### src/rtl/control_unit_p.sv
// Microprogrammed control unit: 57-bit microword register, 4-way next-address
// select qualified by a status bit. Optional STATE port via CU_STATE_OUT_EN.
module control_unit_p #(
  parameter UCODE_FILE = ""
) (
  input  logic        CLK,
  input  logic        RESET,
  input  logic [31:0] IR,
  input  logic        MOC,
  input  logic        COND,
  input  logic        MLS0,
  input  logic        MLS1,
  output logic [31:0] CTL
`ifdef CU_STATE_OUT_EN
  ,
  output logic [7:0]  STATE
`endif
);

  logic [56:0] cr_q, cr_d;
  logic [7:0]  inc_q, inc_d;
  logic [7:0]  enc;
  logic        mux_e;
  logic        sts;
  logic [1:0]  m_sel;
  logic [7:0]  addr;
  logic [56:0] rom_word;

  logic [7:0] f_cr;
  logic [2:0] f_s;
  logic       f_inv;
  logic [2:0] f_n;

  assign f_cr  = cr_q[7:0];
  assign f_s   = cr_q[50:48];
  assign f_inv = cr_q[51];
  assign f_n   = cr_q[56:54];
  assign CTL   = cr_q[39:8];

  // Built-in microprogram; every unlisted word is zero (jump to 0).
  function automatic logic [56:0] dflt_word(input logic [7:0] a);
    logic [56:0] w;
    w = '0;
    case (a)
      8'd0: w[56:54] = 3'b011;
      8'd1: begin
        w[8]      = 1'b1;
        w[56:54]  = 3'b011;
      end
      8'd2: begin
        w[9]      = 1'b1;
        w[50:48]  = 3'b000;
        w[56:54]  = 3'b111;
        w[7:0]    = 8'd2;
      end
      8'd3: begin
        w[10]     = 1'b1;
        w[50:48]  = 3'b001;
        w[51]     = 1'b1;
        w[56:54]  = 3'b110;
      end
      8'd10, 8'd11, 8'd12, 8'd14, 8'd15,
      8'd20, 8'd21, 8'd30, 8'd31: begin
        w[11]     = 1'b1;
        w[39:32]  = a;
      end
      default: w = '0;
    endcase
    return w;
  endfunction

  assign rom_word = dflt_word(addr);

  // Instruction decode to execute-routine entry; first match wins.
  always_comb begin
    enc = 8'd0;
    priority case (1'b1)
      (IR[27:25] == 3'b001) && (IR[24:23] == 2'b10): enc = 8'd15;
      (IR[27:25] == 3'b001):                         enc = 8'd11;
      (IR[27:25] == 3'b000) && !IR[4]
        && (IR[24:23] == 2'b10):                     enc = 8'd14;
      (IR[27:25] == 3'b000) && !IR[4]:               enc = 8'd10;
      (IR[27:25] == 3'b000) && !IR[7]:               enc = 8'd12;
      (IR[27:26] == 2'b01):
        enc = IR[20] ? 8'd20 : 8'd21;
      (IR[27:25] == 3'b101):
        enc = IR[24] ? 8'd31 : 8'd30;
      default:                                       enc = 8'd0;
    endcase
  end

  // Status select and qualification.
  always_comb begin
    mux_e = 1'b0;
    case (f_s)
      3'b000:  mux_e = MOC;
      3'b001:  mux_e = COND;
      3'b010:  mux_e = MLS0;
      3'b011:  mux_e = MLS1;
      3'b100:  mux_e = 1'b1;
      default: mux_e = 1'b0;
    endcase
    sts = mux_e ^ f_inv;
  end

  // Next-address mode to source select, then address mux.
  always_comb begin
    m_sel = 2'b00;
    case (f_n)
      3'b000:  m_sel = 2'b00;
      3'b001:  m_sel = 2'b01;
      3'b010:  m_sel = 2'b10;
      3'b011:  m_sel = 2'b11;
      3'b100:  m_sel = sts ? 2'b10 : 2'b11;
      3'b101:  m_sel = sts ? 2'b01 : 2'b11;
      3'b110:  m_sel = sts ? 2'b10 : 2'b01;
      default: m_sel = sts ? 2'b11 : 2'b10;
    endcase
    addr = 8'd0;
    case (m_sel)
      2'b00:   addr = 8'd0;
      2'b01:   addr = enc;
      2'b10:   addr = f_cr;
      default: addr = inc_q;
    endcase
    cr_d  = rom_word;
    inc_d = addr + 8'd1;
  end

  // Control and incrementer registers; reset clears both.
  always_ff @(posedge CLK) begin
    if (RESET) begin
      cr_q  <= '0;
      inc_q <= '0;
    end else begin
      cr_q  <= cr_d;
      inc_q <= inc_d;
    end
  end

`ifdef CU_STATE_OUT_EN
  logic [7:0] state_q;
  // Address of the microword currently held.
  always_ff @(posedge CLK) begin
    if (RESET) state_q <= '0;
    else       state_q <= addr;
  end
  assign STATE = state_q;
`endif

  logic unused_ok;
  assign unused_ok = ^{cr_q[53:52], cr_q[47:40], IR[31:28],
                       IR[22:21], IR[19:8], IR[6:5], IR[3:0]};

endmodule

### config.mk
export PLATFORM = sky130hd
export DESIGN_NAME = control_unit_p
export DESIGN_NICKNAME = d
export VERILOG_FILES = /design/src/rtl/control_unit_p.sv
export SDC_FILE = /design/constraint.sdc
export NUM_CORES = 1
export LEC_CHECK = 0
export CAP_MARGIN = 20
export CORE_MARGIN = 5
export CORE_UTILIZATION = 25
export CTS_CLUSTER_DIAMETER = 200
export DETAILED_ROUTE_END_ITERATION = 8
export PLACE_DENSITY = 0.56
export SLEW_MARGIN = 20
export SYNTH_ARGS = -nofsm -noshare
export SYNTH_HDL_FRONTEND = slang
export SYNTH_SLANG_ARGS = --single-unit
### constraint.sdc
create_clock -name CLK -period 4.89 [get_ports CLK]
set_input_delay 0.7335 -clock CLK [delete_from_list [all_inputs] [get_ports CLK]]
set_output_delay 0.7335 -clock CLK [all_outputs]
set_load 0.01 [all_outputs]
After elaboration in Yosys (flattened, before gate mapping)
Index checks and enable logic that the tools add are counted.
W data, S select, Z words.
{"block": "totals", "romBits": 0, "ramBits": 0, "word_cells": 71, "ff_bits": 35, "n_memories": 0, "latchBits": 0, "out_inout_bits": 32, "input_bits": 38}
{"block": "op_classes", "n_div": 0, "addsub": 1, "shifts": 0, "n_mux": 23, "n_mul": 0, "n_lt_le_gt_ge": 0, "reduce_logical": 14, "bitwise_logic": 2, "eq_ne": 28}
{"op": "$eq A8 B4 Y1 const B", "count": 5}
{"op": "$mux W5", "count": 7}
{"op": "$eq A8 B5 Y1 const B", "count": 4}
{"op": "$pmux W8 S3", "count": 1}
{"op": "$eq A8 B2 Y1 const B", "count": 2}
{"op": "$eq A3 B3 Y1 const B", "count": 5}
{"op": "$pmux W2 S7", "count": 1}
{"op": "$eq A3 B2 Y1 const B", "count": 4}
{"op": "$eq A3 B1 Y1 const B", "count": 3}
{"op": "$logic_not A3 Y1", "count": 3}
{"op": "$mux W1", "count": 9}
{"op": "$pmux W3 S3", "count": 1}
{"op": "$reduce_or A9 Y1", "count": 1}
{"op": "$add A8 B1 Y8 const B", "count": 1}
{"op": "$eq A8 B1 Y1 const B", "count": 1}
{"op": "$logic_not A8 Y1", "count": 1}
{"op": "$mux W2", "count": 3}
{"op": "$pmux W1 S5", "count": 1}
{"op": "$eq A2 B1 Y1 const B", "count": 2}
{"op": "$eq A2 B2 Y1 const B", "count": 2}
{"op": "$logic_and A1 B1 Y1", "count": 4}
{"op": "$reduce_or A2 Y1", "count": 2}
{"op": "$logic_not A1 Y1", "count": 2}
{"op": "$logic_not A2 Y1", "count": 1}
{"op": "2 further kinds", "count": 2}

Longest topological paths before layout
{"block": "logic_depth", "word_depth": 13, "depth_mapped": 10, "depth_no_buf": 10}

Worst setup path before layout
No wires, ideal clock.
{"block": "synth_path", "path_kind": "in2reg", "from": "input MOC", "to": "register cr_q[35]", "n_path_buf": 0, "t_required_ps": 4759, "cell_stages": 9, "arrival_ps": 2441, "slack_ps": 2319, "setup_ps": 131, "path_cell_list": "nor2_1 o21ai_2 o32a_1 o2111ai_2 inv_1 ha_1 and3b_1 a211oi_4 nor3_1"}
{"block": "synth_between", "elab_chain_len": 10, "word_cells_on_any_way": 23, "classes_between": "eq/ne (11); mux (7); bitwise (2); reduce/logical (3)"}
{"item": "from (decl)", "line": "9", "rtl": "input logic MOC,"}
{"item": "$pmux W1 S5 (*)", "line": "95", "rtl": "case (f_s)"}
{"item": "$xor A1 B1 Y1 (*)", "line": "103", "rtl": "sts = mux_e ^ f_inv;"}
{"item": "$mux W1, or another cell as far along", "line": "117", "rtl": "default: m_sel = sts ? 2'b11 : 2'b10;"}
{"item": "$pmux W2 S7 (*)", "line": "109", "rtl": "case (f_n)"}
{"item": "$eq A2 B2 Y1, or another cell as far along", "line": "120", "rtl": "case (m_sel)"}
{"item": "$pmux W8 S3 (*)", "line": "120"}
{"item": "via addr[1]", "line": "26", "rtl": "logic [7:0] addr;"}
{"item": "$eq A8 B4 Y1 / $eq A8 B5 Y1 (equally long branches)", "line": "44", "rtl": "case (a)"}
{"item": "$reduce_or A9 Y1 (*)", "line": "44"}
{"item": "$not A1 Y1 (no source line) (*)"}
{"item": "$reduce_or A2 Y1 (no source line) (*)"}
{"item": "to (signal assigned)", "line": "136", "rtl": "cr_q <= cr_d;"}
{"item": "to (decl)", "line": "20", "rtl": "logic [56:0] cr_q, cr_d;"}
Mark *: on every way through the listed nets, which the timed path passes. The rest lies on a longest branch.
A chain may end at the register's enable or synchronous reset.

Final worst setup path
{"block": "layout_path", "from": "input IR[26]", "to": "register cr_q[34]"}
{"block": "layout_between", "elab_chain_len": 13, "word_cells_on_any_way": 28, "classes_between": "eq/ne (12); mux (8); bitwise (1); reduce/logical (7)"}
{"item": "from (decl)", "line": "8", "rtl": "input logic [31:0] IR,"}
{"item": "$eq A3 B3 Y1", "line": "86", "rtl": "(IR[27:25] == 3'b101):"}
{"item": "$mux W5 (6 in series)", "line": "77", "rtl": "priority case (1'b1)"}
{"item": "$mux W5 (*)", "line": "77"}
{"item": "$pmux W8 S3 (*)", "line": "120"}
{"item": "via addr[0]", "line": "26"}
{"item": "$eq A8 B4 Y1 / $eq A8 B5 Y1 (equally long branches)", "line": "44"}
{"item": "$reduce_or A9 Y1 (*)", "line": "44"}
{"item": "$not A1 Y1 (no source line) (*)"}
{"item": "$reduce_or A2 Y1 (no source line) (*)"}
Marks and branches as above.

==> metrics.md <==
| Metric | Value |
|---|---|
| Outcome | complete, no violations |
| Commonest non-fill, non-tap cells in the layout | conb_1 (23), dfxtp_1 (23), clkdlybuf4s50_1 (23) |
| Fill count | about 630 |
| Leak | 0.000644 uW |
| Flop-to-flop setup slack | 2.37 ns |
| TritonCTS clock tree | yes |
| Resize count post-CTS | 0 |
| Die area | 7880 sq um |
| Max Root-Sink Buffers | 2 |
| Power Dens Cells | 351 nW/um^2 |
| Post-DP HPWL | about 2400 microns |
| Slowest CP cell | clkdlybuf4s50_1 |
| Routed wire length on met2 | between 1000 and 1500 microns |
| Clock-pin slew on the worst setup and hold paths | about 0.08 ns |
| Synthesized area | 1550 sq um |
| Top sig layer | met4 |
| Cts hold-fix bufs | 0 |
| Synth-to-layout area growth | 12.7% |
| TritonCTS buffer count | 3 |
| Root Buffer | clkbuf_8 |
| Largest family of logic cells by synthesized area | simple AND/OR/NAND/NOR gates |
| Top-Level Pins | 70 |
| Synth Area in Adders | 3.23% |
| Post-synthesis mux area share | 1.37% |
| Area of the multi-input gates | 882 sq um |
| Post-Synth XOR/XNOR Area | 2.74% |
| RSZ-0062 raised after global routing | no |
| Primary FF master, synth | dfxtp_1 |
| IO Port Bufs | 23 |
| Via Count | 1163 |
| Part of the cycle the worst path needs | 63.2% |
| Via/cell ratio | 4.29 |
| Max-cap violations | 0 |
| Worst Skew | 0.000984 ns |
| Vertical die dimension | 88.7 microns |
| Yosys warning count | 0 |
| Die extent in x | 88.7 microns |
| Post-synthesis async set-or-reset flop share | 0% |
| Synth Area in Compound Gates | 18.0% |
| Slew headroom | around 66% |
| Fmax | approximately 320 MHz |
| Worst Setup End Kind | flop |
| Final ANT Viol Nets | 0 |
| Count of final setup violators | 0 |
| Total grt overflow | 0 |
| Largest net degree at the start of global routing | 16 |
| Final slew viol count | 0 |
| Worst skew pair latency | 0.26 ns |
| Slew at the pin with the worst max-slew slack | 0.505 ns |
| Post-synthesis simple-gate area fraction | roughly a quarter |
| Synth Area per Inst | 8.56 sq um |
| Drt total wl | 3050 microns |
| Number of global-route vias before repair | 1070 |
| Crit path cell chain | clkdlybuf4s50_1 > and2b_4 > o21bai_2 > a211oi_1 > or3_4 > ha_1 > nor2_1 > nor2_1 > a211oi_4 > nor2_1 |
| Slowest stage delay, CP | 0.61 ns |
| Setup crit start kind | primary input |
| Pre-antenna DRT Iters | 4 |
| Tot GR Track Use | 7.54% |
| Met3 WL | 254 microns |
| Seq/Total Area, Yosys | 29.7% |
| # DRC | 0 |
| Crit path max fanout | 8 |
| Ant diodes | 0 |
| Worst min path class | reg2reg |
| Core Area | 5990 sq um |
| Post-Synthesis Cells | approximately 180 |
| H-tree Lvls | 1 |
| Crit Path Class | in2reg |
| EDFF count, synth | 0 |
| Nets | between 200 and 250 |
| Flops & latches, synth | 23 |
| Register area | 460 sq um |
| Yosys cell types | 55 |
| Final Critical Period | roughly 3.1 ns |
| Peak supply drop | ~0.16 mV |
| DRT met1 WL | 1330 microns |
| Num Clock Sinks | 23 |
| CP dominant cell by count | nor2_1 |
| Post-CTS setup buffer count | 0 |
| DRT iter0 DRCs | 34 |
| First-pass GRT wire length | 4830 microns |
| Initial core utilization | approximately 26% |
| Setup TNS Final | 0 ns |
| Required @ worst endpoint | 5.03 ns |
| Final instance area | 1750 sq um |
| Placed Area | 1700 sq um |
| Worst path arrival time | ~3.2 ns |
| RePlAce Congestion | 0.741 |
| Initial antenna violation count | 0 |
| Row count | 28 |
| Routed wire per std cell | 11.2 microns |
| Layout cell share with drive strength beyond 1 | 12.2% |
| Final hold viol count | 0 |
-- synthesized netlist by cell type (2+ instances only) --
master | instances | area, sq um
buf_4 | 32 | 240
dfxtp_1 | 23 | 460
nor2_1 | 18 | 67.6
nor3_1 | 10 | 50.1
a21oi_1 | 8 | 40.0
nand2_1 | 8 | 30.0
inv_1 | 7 | 26.3
nor2b_1 | 7 | 43.8
and2_1 | 4 | 25.0
ha_1 | 4 | 50.1
nand2b_1 | 3 | 18.8
nand3_1 | 3 | 15.0
nor3b_1 | 3 | 22.5
xnor2_1 | 3 | 26.3
a211oi_1 | 2 | 15.0
a22oi_1 | 2 | 15.0
and2b_4 | 2 | 20.0
and3b_1 | 2 | 17.5
inv_2 | 2 | 7.51
nand4_1 | 2 | 12.5
or3_1 | 2 | 12.5
-- area by class of cell --
cell class              count  area share [%]
clock buffers               3            2.36
clock inverters             1           0.287
inverters                   9            1.93
multi-input cells         137            50.5
flip-flops and latches     23            26.4
well taps                  75            5.37
repair buffers             23            13.2
-- registers in the layout, summed over array words and instances, names as in the netlist --
signal	flops
inc_q	8
cr_q	15
-- path summary, 6_finish.rpt --
check        startpoint        to  depth (start not counted)
min            inc_q[6]  inc_q[7]                          2
max reg2reg    cr_q[55]  cr_q[34]                          9
max              IR[26]  cr_q[34]                         10
min reg2reg    inc_q[6]  inc_q[7]                          2
-- metal layers --
metal / GRT usage [%] / vias to the layer above
met5: 0 / -
met4: 0.412 / 0
met3: 2.61 / 2
met2: 13.0 / 32
met1: 9.51 / 536
li1: - / 593
-- metrics by stage --
step                hold slack, ns  std cells  setup WS (ns)  total power, uW  utilization (%)
finish                       0.536        271           1.80              613             29.2
global route                 0.567        271           1.68              663             29.2
CTS                          0.540        271           1.79              621             29.2
detailed placement           0.539        267           1.52              501             28.4
global placement             0.520        267           1.50              500             28.4
floorplan                    0.498        203           2.32              459                -
-- critical path: cells and delay by family --
kind	cells	cell delay, ns
adders and majority gates	1	0.26
and+or+nand+nor	5	1.09
buffers and inverters	1	0.61
AOI/OAI and AO/OA	3	0.55
-- report_power, final --
part,switching [uW],total (uW),internal (uW)
registers,34.6,246,211
logic,144,252,108
clock network,58.4,115,56.8
-- cells by family after synthesis --
| kind of cell | Yosys count |
|---|---|
| AND/OR/NAND/NOR | 72 |
| buffers and inverters | 43 |
| AO/OA/AOI/OAI | 32 |
| flip-flops | 23 |
| adder cells (fa/ha/maj) | 4 |
| XOR/XNOR | 4 |
| multiplexers | 2 |
| other | 1 |
Note: power is estimated with default switching activity, not from simulation.
